**config.mk**
```make
export PLATFORM = sky130hd
export DESIGN_NAME = r_burst_responder
export DESIGN_NICKNAME = d
export VERILOG_FILES = /design/src/rtl/axi_pkg.sv /design/src/rtl/axi_beat_addr_gen.sv /design/src/rtl/r_burst_responder.sv
export SDC_FILE = /design/constraint.sdc
export NUM_CORES = 1
export LEC_CHECK = 0
export CORE_UTILIZATION = 40
export DETAILED_ROUTE_END_ITERATION = 16
export GPL_ROUTABILITY_DRIVEN = 0
export SLEW_MARGIN = 40
export SYNTH_ARGS = -nofsm -noshare
export SYNTH_HDL_FRONTEND = slang
export SYNTH_HIERARCHICAL = 1
export SYNTH_SLANG_ARGS = --single-unit
```
**constraint.sdc**
```tcl
create_clock -name clk -period 5.7 [get_ports clk]
set_input_delay 1.14 -clock clk [delete_from_list [all_inputs] [get_ports clk]]
set_output_delay 1.14 -clock clk [all_outputs]
set_load 0.02 [all_outputs]
```
**src/rtl/axi_pkg.sv**
```systemverilog
// AXI read-channel shared types and encodings for the responder slice.
// Latency: n/a (types and constants only).
// Backpressure: n/a.
// Contents: burst/resp encodings, responder FSM state, AR request and R beat structs.
package axi_pkg;

  localparam logic [1:0] BURST_FIXED = 2'b00;
  localparam logic [1:0] BURST_INCR  = 2'b01;
  localparam logic [1:0] BURST_WRAP  = 2'b10;

  localparam logic [1:0] RESP_OKAY   = 2'b00;
  localparam logic [1:0] RESP_SLVERR = 2'b10;

  // Default channel widths for the struct views below.
  localparam int AXI_ID_W   = 4;
  localparam int AXI_ADDR_W = 32;
  localparam int AXI_DATA_W = 64;
  localparam int AXI_RESP_W = 2;
  localparam int AXI_LEN_W  = 8;

  typedef enum logic [1:0] {
    ST_IDLE = 2'd0,
    ST_WAIT = 2'd1,
    ST_SEND = 2'd2
  } rsp_state_t;

  typedef struct packed {
    logic [AXI_ID_W-1:0]   id;
    logic [AXI_ADDR_W-1:0] addr;
    logic [AXI_LEN_W-1:0]  len;
    logic [2:0]            size;
    logic [1:0]            burst;
  } ar_req_t;

  typedef struct packed {
    logic [AXI_ID_W-1:0]   id;
    logic [AXI_DATA_W-1:0] data;
    logic [AXI_RESP_W-1:0] resp;
    logic                  last;
  } r_beat_t;

endpackage

```
**src/rtl/axi_beat_addr_gen.sv**
```systemverilog
// Next-beat address and burst error flag for an AXI read burst.
// Latency: purely combinational.
// Backpressure: none; caller decides when to consume next_addr.
// Ports: addr/size/burst of the current beat in; next_addr and err (WRAP/reserved
// burst, or size wider than the data bus) out.
module axi_beat_addr_gen
  import axi_pkg::*;
#(
  parameter int ADDR_WIDTH = 32,
  parameter int DATA_WIDTH = 64
) (
  input  logic [ADDR_WIDTH-1:0] addr,
  input  logic [2:0]            size,
  input  logic [1:0]            burst,
  output logic [ADDR_WIDTH-1:0] next_addr,
  output logic                  err
);

  localparam int MAX_SIZE = $clog2(DATA_WIDTH / 8);

  always_comb begin
    next_addr = addr;
    // Only INCR advances; FIXED holds, and unsupported WRAP/reserved are held fixed too.
    // Overflow past the top of the address space wraps silently.
    if (burst == BURST_INCR) begin
      next_addr = addr + (ADDR_WIDTH'(1) << size);
    end
    err = burst[1] || (int'(size) > MAX_SIZE);
  end

endmodule

```
**src/rtl/r_burst_responder.sv**
```systemverilog
// Slave-side AXI read responder: accepts one AR, waits LATENCY cycles, emits len+1 R beats.
// Latency: AR handshake in cycle T -> first R valid in cycle T+1+LATENCY; then 1 beat/cycle.
// Backpressure: R beats held stable while r_out_ready is low; AR accepted only when idle.
// Ports: clk, rst_n (async active-low); ar_in_* AR receiver (valid/ready/id/addr/len/size/burst);
// r_out_* R sender (valid/ready/id/data/resp/last). R data is the beat address, zero-extended.
module r_burst_responder
  import axi_pkg::*;
#(
  parameter int ID_WIDTH   = 4,
  parameter int ADDR_WIDTH = 32,
  parameter int DATA_WIDTH = 64,
  parameter int RESP_WIDTH = 2,
  parameter int LEN_WIDTH  = 8,
  parameter int LATENCY    = 2
) (
  input  logic                  clk,
  input  logic                  rst_n,

  input  logic                  ar_in_valid,
  output logic                  ar_in_ready,
  input  logic [ID_WIDTH-1:0]   ar_in_id,
  input  logic [ADDR_WIDTH-1:0] ar_in_addr,
  input  logic [LEN_WIDTH-1:0]  ar_in_len,
  input  logic [2:0]            ar_in_size,
  input  logic [1:0]            ar_in_burst,

  output logic                  r_out_valid,
  input  logic                  r_out_ready,
  output logic [ID_WIDTH-1:0]   r_out_id,
  output logic [DATA_WIDTH-1:0] r_out_data,
  output logic [RESP_WIDTH-1:0] r_out_resp,
  output logic                  r_out_last
);

  localparam int LAT_W = (LATENCY > 0) ? $clog2(LATENCY + 1) : 1;

  rsp_state_t st, st_nxt;
  logic       ar_rdy_q;

  logic [LAT_W-1:0]      lat_cnt;
  logic [LEN_WIDTH-1:0]  beat_cnt;
  logic [ID_WIDTH-1:0]   id_q;
  logic [ADDR_WIDTH-1:0] addr_q;
  logic [LEN_WIDTH-1:0]  len_q;
  logic [2:0]            size_q;
  logic [1:0]            burst_q;

  logic ar_hs, r_hs, beat_last;

  logic [ADDR_WIDTH-1:0] gen_addr, next_addr, load_addr;
  logic [2:0]            gen_size;
  logic [1:0]            gen_burst;
  logic                  gen_err;
  logic [DATA_WIDTH-1:0] load_data;
  logic                  load_beat;

  logic                  r_valid_d;
  logic [ID_WIDTH-1:0]   r_id_d;
  logic [RESP_WIDTH-1:0] r_resp_d;
  logic                  r_last_d;

  assign ar_in_ready = ar_rdy_q;
  assign ar_hs       = ar_in_valid & ar_rdy_q;
  assign r_hs        = r_out_valid & r_out_ready;
  assign beat_last   = (beat_cnt == len_q);

  // While idle the generator looks at the incoming AR, so a LATENCY=0 build can
  // present the first beat straight from the handshake; otherwise it follows the
  // captured burst.
  assign gen_addr  = (st == ST_IDLE) ? ar_in_addr  : addr_q;
  assign gen_size  = (st == ST_IDLE) ? ar_in_size  : size_q;
  assign gen_burst = (st == ST_IDLE) ? ar_in_burst : burst_q;

  axi_beat_addr_gen #(
    .ADDR_WIDTH(ADDR_WIDTH),
    .DATA_WIDTH(DATA_WIDTH)
  ) u_addr_gen (
    .addr      (gen_addr),
    .size      (gen_size),
    .burst     (gen_burst),
    .next_addr (next_addr),
    .err       (gen_err)
  );

  if (DATA_WIDTH > ADDR_WIDTH) begin : g_zext
    assign load_data = {{(DATA_WIDTH - ADDR_WIDTH){1'b0}}, load_addr};
  end else begin : g_trunc
    assign load_data = load_addr[DATA_WIDTH-1:0];
  end

  // State register. ar_rdy_q mirrors (st == ST_IDLE) but is a flop of its own so
  // that it reads 0 throughout reset and rises on the first edge after release.
  always_ff @(posedge clk or negedge rst_n) begin
    if (!rst_n) begin
      st       <= ST_IDLE;
      ar_rdy_q <= 1'b0;
    end else begin
      st       <= st_nxt;
      ar_rdy_q <= (st_nxt == ST_IDLE);
    end
  end

  // Next-state logic.
  always_comb begin
    st_nxt = st;
    case (st)
      ST_IDLE: if (ar_hs) st_nxt = (LATENCY > 0) ? ST_WAIT : ST_SEND;
      ST_WAIT: if (lat_cnt == LAT_W'(1)) st_nxt = ST_SEND;
      ST_SEND: if (r_hs && beat_last) st_nxt = ST_IDLE;
      default: st_nxt = ST_IDLE;
    endcase
  end

  // Captured request and counters.
  always_ff @(posedge clk or negedge rst_n) begin
    if (!rst_n) begin
      lat_cnt  <= '0;
      beat_cnt <= '0;
      id_q     <= '0;
      addr_q   <= '0;
      len_q    <= '0;
      size_q   <= '0;
      burst_q  <= '0;
    end else if (ar_hs) begin
      id_q     <= ar_in_id;
      addr_q   <= ar_in_addr;
      len_q    <= ar_in_len;
      size_q   <= ar_in_size;
      burst_q  <= ar_in_burst;
      beat_cnt <= '0;
      lat_cnt  <= LAT_W'(LATENCY);
    end else if (st == ST_WAIT) begin
      lat_cnt <= lat_cnt - LAT_W'(1);
    end else if (st == ST_SEND && r_hs && !beat_last) begin
      beat_cnt <= beat_cnt + LEN_WIDTH'(1);
      addr_q   <= next_addr;
    end
  end

  // Output logic: next values for the registered R channel. Fields only change
  // when a new beat is loaded, so they hold still across stalls.
  always_comb begin
    r_valid_d = r_out_valid;
    r_id_d    = r_out_id;
    r_resp_d  = r_out_resp;
    r_last_d  = r_out_last;
    load_addr = next_addr;
    load_beat = 1'b0;
    if (st != ST_SEND && st_nxt == ST_SEND) begin
      // First beat of a burst; resp is fixed for the whole burst from here on.
      load_beat = 1'b1;
      r_valid_d = 1'b1;
      r_id_d    = (st == ST_IDLE) ? ar_in_id : id_q;
      load_addr = gen_addr;
      r_resp_d  = gen_err ? RESP_WIDTH'(RESP_SLVERR) : RESP_WIDTH'(RESP_OKAY);
      r_last_d  = (((st == ST_IDLE) ? ar_in_len : len_q) == '0);
    end else if (st == ST_SEND && r_hs) begin
      if (beat_last) begin
        r_valid_d = 1'b0;
      end else begin
        load_beat = 1'b1;
        load_addr = next_addr;
        r_last_d  = ((beat_cnt + LEN_WIDTH'(1)) == len_q);
      end
    end
  end

  // Asynchronous reset pulls valid low at once, abandoning any burst in flight.
  always_ff @(posedge clk or negedge rst_n) begin
    if (!rst_n) begin
      r_out_valid <= 1'b0;
      r_out_id    <= '0;
      r_out_data  <= '0;
      r_out_resp  <= '0;
      r_out_last  <= 1'b0;
    end else begin
      r_out_valid <= r_valid_d;
      r_out_id    <= r_id_d;
      r_out_resp  <= r_resp_d;
      r_out_last  <= r_last_d;
      if (load_beat) r_out_data <= load_data;
    end
  end

endmodule

```
==> results, run 1 <==
- Headroom to the max-slew limit came out at 52.9%.
- Yosys mapped the design onto 59 distinct sky130hd cell types.
- The worst setup path is launched from an input pin.
- 0 antenna diodes ended up in the layout.
- The fraction of final layout cells with drive strength greater than 1 is between 10 and 15%.
- The worst endpoint required time is about 6000 ps.
- The clock slew at the register clock pins of the worst setup and hold paths is 70 ps.
- The wire length per cell after detailed routing is 16.4 um.
- Summing all non-filler instances in the final layout gives an area of 7540 sq um.
- The standard cell area after detailed placement is 7220 sq um.
- The total of buffers placed on input and output ports is between 90 and 100.
- Once the floorplan was initialized, standard cells occupied 41.2% of the core.
- The highest-delay cell along the critical path is o31ai_2.
- At the worst endpoint, the arrival time is 4220 ps.
- Yosys printed 6 warnings.
- The die outline area is 16200 sq um.
- The count of final max-slew check failures came to 0.
- The worst setup path is captured at a flop.
- Setup repair after global routing left no endpoint under its margin.
- The worst-case clock buffer depth is 2.
- In this run the number of cells on the critical path is 11.
- The number of buffers inserted by post-CTS setup repair is 0.
- The worst-margin pin slew is 706 ps.
- The cell family with the largest share of critical-path delay is compound AO/OA/AOI/OAI gates.
- Setup violations remaining at the end of the flow were counted as 0.
- Buffers inserted during clock tree synthesis total 9.
- During I/O placement, the number of pins put on the boundary was 126.
- The clock skew is 8.58 ps.
- On the worst path, the slowest cell contributes a delay of 530 ps.
- In this run, post-CTS repair resized a total of 0 instances.
- The vias per cell is roughly 5.3.
- The sequential fraction of the synthesis area is 40.2%.
- In this run, post-CTS hold repair placed 0 buffers.
- Dividing total power by cell area gives a power density of slightly below 600 nW/um^2.
- The initialized floorplan defines between 40 and 50 standard-cell rows.
- The count of final hold-check violations is 0.
- The total negative setup slack is 0 ps.
- The critical path goes through clkdlybuf4s50_1 -> mux2_2 -> nor3_1 -> ha_1 -> fa_1 -> a211oi_1 -> o21ai_1 -> o31ai_2 -> nor3_1 -> xor2_1 -> a221o_1.
- Of all nets on the critical path, the largest fanout is 8.
- The number of vias after detailed routing is roughly 5200.
- The tightest min-delay check is of the flop to flop type.
- For this run, asynchronously set or reset flops after synthesis account for 100%.
- The clock reaches the later pin of the worst-skew pair after 360 ps.
- The number of cells on the worst reg-to-reg path is 10.
- In the routed design, unresolved DRC markers number 0.
- The standard cell core area is 15300 sq um.
- The standby leakage power is about 0.0033 uW.
- The dominant synthesized flop cell is dfrtp_1.
- The count of nets left with antenna violations once routing finished came out at 0.
- In this run, the number of DRC markers left after iteration 0 of detailed routing was 300.
- Entering global routing, the biggest net connects 56 pins.
- The total wirelength of the detailed-routed design is 16.0 mm.
- The count of mapped cells out of synthesis is slightly below 700.
- After the last flow step, the layout net total stands at 823.
- The run finished with clean final reports.
- Across the VDD grid, the largest voltage drop is approximately 0.00029 V.
- The initial antenna violation count is 0.
- The number of H-tree levels is 3.
- In this design, the critical path's most frequently occurring cell is nor3_1.
- The critical path in this run is classified as input pin to flop.
- Once layout is complete, the cells apart from fillers number 975.
- Including well taps, the total number of placed cells is 959.
- The residual overflow from global routing is 0.
- Of the available clock period, the critical path in the final layout requires 69.7%.
- Summing every instance area after synthesis gives 6280 sq um.
- The post-synthesis to final-layout area growth is 20.1%.
- Subtracting the final worst setup slack from the clock period gives 3980 ps.
- The post-synthesis average cell area is 9.18 sq um.
- The number of instances on the worst hold path is 2.
- The flip-flop and latch count after synthesis is 101.
- The via count of the first global-routing pass is 5100.
- The achievable frequency is 252 MHz.
- Measured along the x axis, the die boundary spans roughly 130 um.
- The global-route wire length before repair is ~26 mm.
- Global routing consumed, over all layers together, 20.3% of the routing resources.
- The first-pass iteration count of the detailed router is 5.
- CTS saw about 100 sinks.
- After filler insertion, the fill cell instance count of the layout stands at around 1400.
- The number of synthesized flops with an enable pin is 0.
- Measured along the y axis, the die boundary spans 127 um.
- Once detailed placement completed, the half-perimeter wirelength came to around 11 mm.
- The TritonCTS clock tree is yes.
- The number of buffers and inverters on the critical path is 1.
- The number of max-capacitance violations reported is 0.
- The clock root buffer master is clkbuf_16.
-- power by group --
part,internal [uW],switching (uW)
Clock,365,286
Combinational,1130,1360
Sequential,1040,212
-- cells in the mapped netlist (4+ instances only) --
master,instances,share of area [%]
o211ai_1,5,0.60
nand3_1,15,1.2
o21ai_0,10,0.80
or4_1,6,0.72
nand2_1,116,6.9
inv_1,7,0.42
nor3_1,8,0.64
xnor2_1,24,3.3
xor2_1,19,2.6
a21oi_1,75,6.0
clkbuf_1,16,0.96
nand4_1,8,0.80
buf_6,7,1.3
nor2_1,47,2.8
mux2_2,43,7.7
nor2b_1,35,3.5
buf_2,8,0.64
a21o_1,4,0.48
buf_4,34,4.1
ha_1,10,2.0
dfrtp_1,101,40
a221o_1,31,4.9
-- worst paths after layout --
check | end | slack (ps) | start
max in group asynchronous | beat_cnt[0]$_DFFE_PN0P_ | 3760 | rst_n
setup reg to reg | r_out_data[25]$_DFFE_PN0P_ | 1950 | st[1]$_DFF_PN0_
min in group asynchronous | addr_q[27]$_DFFE_PN0P_ | 800 | rst_n
hold reg to reg | id_q[2]$_DFFE_PN0P_ | 470 | id_q[2]$_DFFE_PN0P_
hold / removal | id_q[2]$_DFFE_PN0P_ | 470 | id_q[2]$_DFFE_PN0P_
setup / recovery | r_out_data[26]$_DFFE_PN0P_ | 1720 | ar_in_size[0]
-- stage by stage --
step	power, uW	utilization (%)	hold WS [ps]	worst slack (ps)
2_1_floorplan	3050	-	442	2070
3_3_place_gp	3670	47.2	454	1400
3_5_place_dp	3750	47.3	459	1380
4_1_cts	4410	49.4	477	1740
5_1_grt	4730	49.4	494	1540
6_report	4400	49.4	472	1720
-- sequential cells by signal (all words and copies together) (netlist names) --
register and count:
r_out_resp 1, id_q 4, len_q 8, lat_cnt 2
ar_in_ready 1, r_out_valid 1, r_out_id 4, addr_q 32
beat_cnt 8, burst_q 2, r_out_last 1, r_out_data 32
st 2, size_q 3
-- metal layers --
layer | global-route usage, % | wire length, um | share of wire [%]
met1 | 25.8 | 7350 | 46
met2 | 33.9 | 7600 | 48
met3 | 4.82 | 788 | 4.9
met4 | 6.72 | 236 | 1.5
met5 | 0 | 0 | 0
-- layout by cell type (no fill, tap or decap), types with 3 or more instances in the layout --
cell and count:
xor2_1 19, mux2_2 43, buf_4 8, dfrtp_1 101, or4_1 6, conb_1 33
and3_1 3, a21oi_1 75, a221o_1 31, clkbuf_16 9, ha_1 10, o21ai_0 10
xnor2_1 24, o211ai_1 5, nor2b_1 35, nor3b_1 3, nand3_1 15, a211oi_1 3
nand2_1 115, nor3_1 8, a21o_1 4, inv_1 7, nand4_1 8, nor2_1 46
clkdlybuf4s50_1 91
-- worst reg2reg max path: stages (launching register included) --
cell,delay [ps]
dfrtp_1,470
nor2_4,320
buf_4,470
mux2_2,440
ha_1,370
and4b_1,230
and4_1,210
a22oi_1,500
nor3_1,130
xor2_1,190
a221o_1,320
-- kinds of logic after synthesis --
kind of cell | share of synthesized area [%]
DFF | 40.2
other | 0.0597
AOI/OAI and AO/OA | 16.0
xor gates and xnor gates | 6.00
and+or+nand+nor | 20.0
adders and majority gates | 2.31
buffers and inverters | 7.59
muxes | 7.71
-- cell type report --
| class | count | area (sq um) | area share [%] |
|---|---|---|---|
| clock inverter | 5 | 56.3 | 0.747 |
| inverter | 7 | 26.3 | 0.348 |
| clock buffer | 11 | 253 | 3.35 |
| sequential | 101 | 2530 | 33.5 |
| timing repair buffer | 101 | 997 | 13.2 |
| multi-input combinational | 539 | 3420 | 45.3 |
| tap | 211 | 264 | 3.50 |
Power figures use the tool's default switching activity.
==> run 2: changes to the inputs <==
Settings changed: PLACE_DENSITY from default to 0.67.
Clock period 5.7 ns to 3.31 ns, I/O delays scaled along.
==> run 2 against run 1 <==
Utilization up 2.2 points; setup slack worse by 1600 ps; design area up 4.4%; non-clock buffer count up 32; clock skew about the same; combinational power up 94%; power up 84%; sequential cell count unchanged; highest routed layer is now met5.
==> results, run 2 (same netlist as run 1, synthesis figures left out) <==
- The path class of the tightest hold or removal check is input pin to async pin.
- By instance count, the cell type seen most on the critical path is buf_4.
- STA classifies the critical path startpoint as an input pin.
- Setup slack on the worst reg-to-reg path comes out at 160 ps.
- In this run the critical register-to-register path is captured at r_out_data[12]$_DFFE_PN0P_.
- The worst supply voltage drop on vdd is 0.000569 V.
- The die outline area is between 15000 and 20000 sq um.
- The number of buffers and inverters on the critical path is 3.
- The clock slew at the register clock pins of the worst setup and hold paths is 70 ps.
- Pin placement for this block handled 126 I/O pins.
- The largest single stage delay on the critical path is between 400 and 500 ps.
- The clock reaches the later pin of the worst-skew pair after 360 ps.
- The fraction of final layout cells with drive strength greater than 1 is 16.1%.
- The total routing resource utilization after global routing is about 21%.
- The count of nets left with antenna violations after detail routing is 0.
- The clock period could shrink to roughly 3200 ps.
- Following the worst setup path forward leads to its endpoint at r_out_data[25]$_DFFE_PN0P_.
- For the worst setup path, the data arrival time is 3390 ps.
- The number of sinks on the clock net is 101.
- The count of cells along the worst register-to-register path is 11.
- The TritonCTS clock tree is yes.
- The number of inserted diodes is 0.
- The final route contains about 5400 vias.
- The initial antenna violation count is 1.
- The leading cell type in the layout, fill and taps excluded is nand2_1.
- The clock buffer count from CTS is 9.
- For the worst setup path, the data required time is between 3000 and 4000 ps.
- The largest registers in the layout are addr_q (32), r_out_data (32).
- After detailed routing, the total wire length is approximately 17 mm.
- The global-route wire length before repair is 27.5 mm.
- The total negative setup slack is 0 ps.
- The total power divided by cell area is just over 1000 nW/um^2.
- The core region is 15300 sq um.
- The library cells used most frequently in the layout, excluding fill and tap cells, are nand2_1 (115), dfrtp_1 (101), clkdlybuf4s50_1 (91).
- The slowest stage of the critical path belongs to the cell clkdlybuf4s50_1.
- The die boundary width is roughly 130 um.
- The number of logic stages on the critical path including buffering is 12.
- Across the run, the number of max-cap violations was 0.
- The sum of net half-perimeters after detailed placement is 11.5 mm.
- The number of placement rows is 45.
- The setup path with the least slack is of type input pin to flop.
- The post-synthesis to final-layout area growth is 25.4%.
- The DRC violation count after routing is 0.
- Of all nets on the critical path, the largest fanout is 7.
- Using the TritonRoute via totals, the vias-per-cell ratio works out to 5.38.
- For this run, the top clock speed supported by timing is 317 MHz.
- Fill cells in the final layout number approximately 1400.
- The most critical setup path has its startpoint at ar_in_size[1].
- STA classifies the critical path endpoint as a flop.
- The critical path goes through clkdlybuf4s50_1 -> mux2_4 -> buf_4 -> and3b_1 -> ha_1 -> o211ai_1 -> o21ai_2 -> a22oi_1 -> buf_4 -> nor3_1 -> xor2_1 -> a221o_1.
- The post-layout total power is 8110 uW.
- The total of buffers placed on input and output ports is roughly 90.
- The vertical extent of the die is 127 um.
- The number of failing setup endpoints in the final timing report is 0.
- The worst-case clock buffer depth is 2.
- After layout, the worst path uses 95.3% of the clock period.
- The count of final max-slew check failures is 0.
- The number of nets at the end of the flow is 855.
- The startpoint identified for the worst register-to-register timing path is st[1]$_DFF_PN0_.
- The standby leakage power is 0.00347 uW.
- CTS built an H-tree with a depth of 3.
- The cell family with the largest share of critical-path delay is compound AO/OA/AOI/OAI gates.
- Setup repair after global routing left no endpoint under its margin.
- For the pin with the worst max-slew slack, the measured transition is 668 ps.
- The worst pin sits at a relative slew slack of 55.4%.
- Entering global routing, the biggest net connects 59 pins.
- The pre-antenna-repair detailed-routing pass consisted of 5 iterations.
- Once the floorplan was initialized, standard cells occupied ~40% of the core.
- The run finished with clean final reports.
- The count of final hold-check violations came to 0.
- Global routing finished with a remaining overflow of 0.
- In this run the clock root is driven by a clkbuf_16.
- Dividing the detail-routed wire length by the instance count gives 16.7 um.
- For this block, the initial DRC count from the detailed router was 420.
- The clock skew is 8.20 ps.
- The via count of the first global-routing pass is between 5000 and 6000.
-- run 2: changes by cell type in the layout (fill, tap and decap cells not counted), sizes merged --
cell / previous run / this run
buf: 10 / 42
clkbuf: 11 / 9
inv: 8 / 10
clkinv: 2 / 1
clkinvlp: 1 / 2
-- run 2: area by class of cell --
type	count	area, sq um	share of cell area (%)
Multi-Input combinational cell	539	3470	44.0
Sequential cell	101	2530	32.1
Timing Repair Buffer	133	1280	16.3
Tap cell	211	264	3.35
Clock buffer	9	225	2.86
Clock inverter	7	80.1	1.02
Inverter	7	26.3	0.334
-- run 2: per-layer routing --
layer / GRT usage (%) / routed length [um]
met1: 27.4 / 7420
met2: 35.9 / 8190
met3: 5.61 / 1040
met4: 6.16 / 161
met5: 0 / 12
-- run 2: worst min path at each step --
| stage | cells past startpoint | to | startpoint |
|---|---|---|---|
| global route | 1 | r_out_data[27]$_DFFE_PN0P_ | rst_n |
| finish | 1 | addr_q[27]$_DFFE_PN0P_ | rst_n |
| CTS | 1 | addr_q[27]$_DFFE_PN0P_ | rst_n |
| global placement | 2 | id_q[3]$_DFFE_PN0P_ | id_q[3]$_DFFE_PN0P_ |
| floorplan | 0 | addr_q[0]$_DFFE_PN0P_ | rst_n |
| detailed placement | 2 | size_q[0]$_DFFE_PN0P_ | size_q[0]$_DFFE_PN0P_ |
-- run 2: stage by stage --
| step | cells | cell area [sq um] | hold WS (ps) | worst slack [ps] | util, % |
|---|---|---|---|---|---|
| detailed placement | 990 | 7470 | 458 | -305 | 49.0 |
| global route | 1007 | 7870 | 307 | 12.7 | 51.6 |
| global placement | 990 | 7470 | 454 | -239 | 49.0 |
| finish | 1007 | 7870 | 264 | 156 | 51.6 |
| CTS | 1006 | 7780 | 400 | 42.9 | 51.0 |
| floorplan | 716 | 6410 | 366 | 3.72 | - |
-- run 2: repair_timing --
action,in CTS,in global routing
cloned,0,0
buffers inserted,0,1
pin swaps,0,4
hold buffers,0,0
endpoints found under the setup margin,1,32
gates resized for setup,1,14
-- run 2: where the power goes --
part | leakage [uW] | total [uW] | internal (uW) | switching (uW)
clock network | 0.000143 | 1110 | 596 | 513
registers | 0.00122 | 2150 | 1790 | 360
logic | 0.00211 | 4850 | 2300 | 2540
total | 0.00347 | 8110 | 4690 | 3420
==> run 3: changes to the inputs <==
Settings changed: CORE_MARGIN from default to 2.
==> run 3 against run 2 <==
First-iteration DRC count decreased by 2.9%; largest power group unchanged; sequential share of layout area about the same; cell count increased by 0.40%; sequential power about the same; combinational power decreased by 2%; count of clock-buffer cells in the layout unchanged; hold slack improved by 61 ps; sequential cell count unchanged.
==> results, run 3 (same netlist as run 1, synthesis figures left out) <==
- The initial antenna violation count is 0.
- The class of the most critical setup path is input pin to flop.
- In this run the count of I/O pins placed on the die edge is 126.
- The post-placement cell count is 992.
- The initial standard-cell utilization of the core is 41.2%.
- The post-route clock period utilization is 97.1%.
- The standby leakage power is 0.00349 uW.
- The clock buffer count from CTS is 9.
- The clock skew is 7.39 ps.
- After detailed routing, the total wire length is 16.9 mm.
- The total routing resource utilization after global routing is approximately 21%.
- The number of H-tree levels is 3.
- The count of cells along the worst register-to-register path is 12.
- The tool flagged a number of max-cap violations equal to 0.
- The pin count of the biggest net entering global routing is 55.
- The post-route netlist has 16.3% of its cells at a drive strength greater than 1.
- The worst hold slack after final layout is between 300 and 400 ps.
- For this block, the via count after detailed routing is around 5500.
- Once placement finished, the instance area stood at about 7500 sq um.
- In this run the remaining antenna-violating nets after routing total 0.
- In this run the critical register-to-register path is launched from st[1]$_DFF_PN0_.
- The largest registers in the layout are addr_q (32), r_out_data (32).
- The worst-path maximum fanout is 8.
- The die is 129 um tall.
- Detailed placement finished with a half-perimeter wire length of ~12 mm.
- The minimum clock period is 3210 ps.
- Traced cell by cell, the critical path runs through clkdlybuf4s50_1 -> mux2_2 -> and3_1 -> ha_1 -> a21oi_1 -> a211oi_2 -> buf_4 -> a22o_2 -> nand4_1 -> xnor2_1 -> a221o_1.
- Global routing finished with a remaining overflow of 0.
- In the routed layout, each cell is associated on average with a via count of about 5.4.
- For this run, the top clock speed supported by timing is 311 MHz.
- In the routed design, unresolved DRC markers number 0.
- The post-layout total power is 8130 uW.
- For this design, the slowest cell found on the critical path is clkdlybuf4s50_1.
- The path class of the tightest hold or removal check is input pin to async pin.
- The worst supply voltage drop on vdd is 0.000457 V.
- With fillers left out, the area of the finished cells amounts to slightly below 8000 sq um.
- Setup slack on the critical path of the routed design comes to approximately 95 ps.
- The number of placement rows is 45.
- Setup repair after global routing could not meet its margin everywhere.
- The count of final max-slew check failures is 0.
- The total of buffers placed on input and output ports is 92.
- The first routing iteration left 408 violations.
- Compared with the post-synthesis result, the final layout area differs by 25.3%.
- The die boundary width is 129 um.
- The worst setup path is launched from an input pin.
- The clock slew at the register clock pins of the worst setup and hold paths is 80 ps.
- The first-pass iteration count of the detailed router is 5.
- The worst endpoint required time is 3560 ps.
- The count of placed standard cells in the final layout, fillers left out is roughly 1000.
- The floorplan step defined a core boundary enclosing 15300 sq um.
- The tree is rooted in a clkbuf_16.
- In this design, the stage delay of the slowest critical-path cell is 450 ps.
- The pre-CTS setup slack is -383 ps.
- The number of failing setup endpoints in the final timing report is 0.
- After the last flow step, the layout net total stands at 859.
- The via count of the first global-routing pass is around 5500.
- 0 antenna diodes ended up in the layout.
- The TritonCTS clock tree is yes.
- The number of sinks on the clock net is 101.
- The run finished with clean final reports.
- The wire length per cell after detailed routing is roughly 17 um.
- The first global-routing pass estimated about 27 mm of wire.
- The leading cell type in the layout, fill and taps excluded is nand2_1.
- The sort of element at the end of the critical path is a flop.
- Dividing total power by cell area gives a power density of 1030 nW/um^2.
- The flop-to-flop setup slack is 100 ps.
- The worst-margin pin slew is approximately 690 ps.
- The count of final hold-check violations is 0.
- The worst register-to-register path ends at r_out_data[13]$_DFFE_PN0P_.
- In the layout the commonest cells are nand2_1 (115), dfrtp_1 (101), clkdlybuf4s50_1 (91).
- The headroom to the max-slew limit is 54.0%.
- The worst-case clock buffer depth is 2.
- The die outline area is 16700 sq um.
- At the worst endpoint, the arrival time is roughly 3500 ps.
- The latest clock arrival within the worst-skew pair is 360 ps.
[run 3: report_power, final]
group / switching (uW) / internal, uW
registers: 357 / 1790
logic: 2520 / 2250
clock network: 527 / 676
total: 3400 / 4720
[run 3: how the worst max path moves through the flow]
| stage | from | end | slack (ps) | depth (start not counted) |
|---|---|---|---|---|
| 2_1_floorplan | st[0]$_DFF_PN0_ | r_out_data[12]$_DFFE_PN0P_ | 4 | 11 |
| 3_3_place_gp | ar_in_size[1] | r_out_data[25]$_DFFE_PN0P_ | -330 | 11 |
| 3_5_place_dp | ar_in_size[1] | r_out_data[29]$_DFFE_PN0P_ | -380 | 11 |
| 4_1_cts | st[0]$_DFF_PN0_ | r_out_data[13]$_DFFE_PN0P_ | 60 | 11 |
| 5_1_grt | st[1]$_DFF_PN0_ | addr_q[31]$_DFFE_PN0P_ | -40 | 13 |
| 6_report | ar_in_size[1] | r_out_data[13]$_DFFE_PN0P_ | 100 | 11 |
[run 3: metrics by stage]
step,TNS [ps],util [%]
5_1_grt,-151,51.6
3_3_place_gp,-8140,49.1
4_1_cts,0,51.3
3_5_place_dp,-11770,49.1
2_1_floorplan,0,-
6_report,0,51.6
[run 3: final cells by class]
type	instances	area (sq um)
Clock buffer	9	225
Clock inverter	7	105
Fill cell	1407	7390
Inverter	7	26.3
Multi-Input combinational cell	539	3440
Sequential cell	101	2530
Tap cell	211	264
Timing Repair Buffer	137	1280
[run 3: worst max-delay path, delay by kind of cell]
kind | cells | cell delay [ps]
multiplexers | 1 | 350
AND/OR/NAND/NOR | 2 | 360
buffers and inverters | 2 | 600
adder cells (fa/ha/maj) | 1 | 360
XOR/XNOR | 1 | 170
AO/OA/AOI/OAI | 4 | 960
[run 3: layer usage]
layer / vias up / share of wire (%) / GRT usage, %
met1: 2706 / 43 / 26.3
met2: 192 / 49 / 35.4
met5: - / 0 / 0
met4: 0 / 1.6 / 5.63
met3: 20 / 5.7 / 4.91
li1: 2563 / - / -
[run 3: timing repair]
item	4_1_cts	5_1_grt
hold buffers	0	0
endpoints found under the setup margin	4	43
pin swaps	0	2
setup buffers	0	3
gates resized for setup	1	6
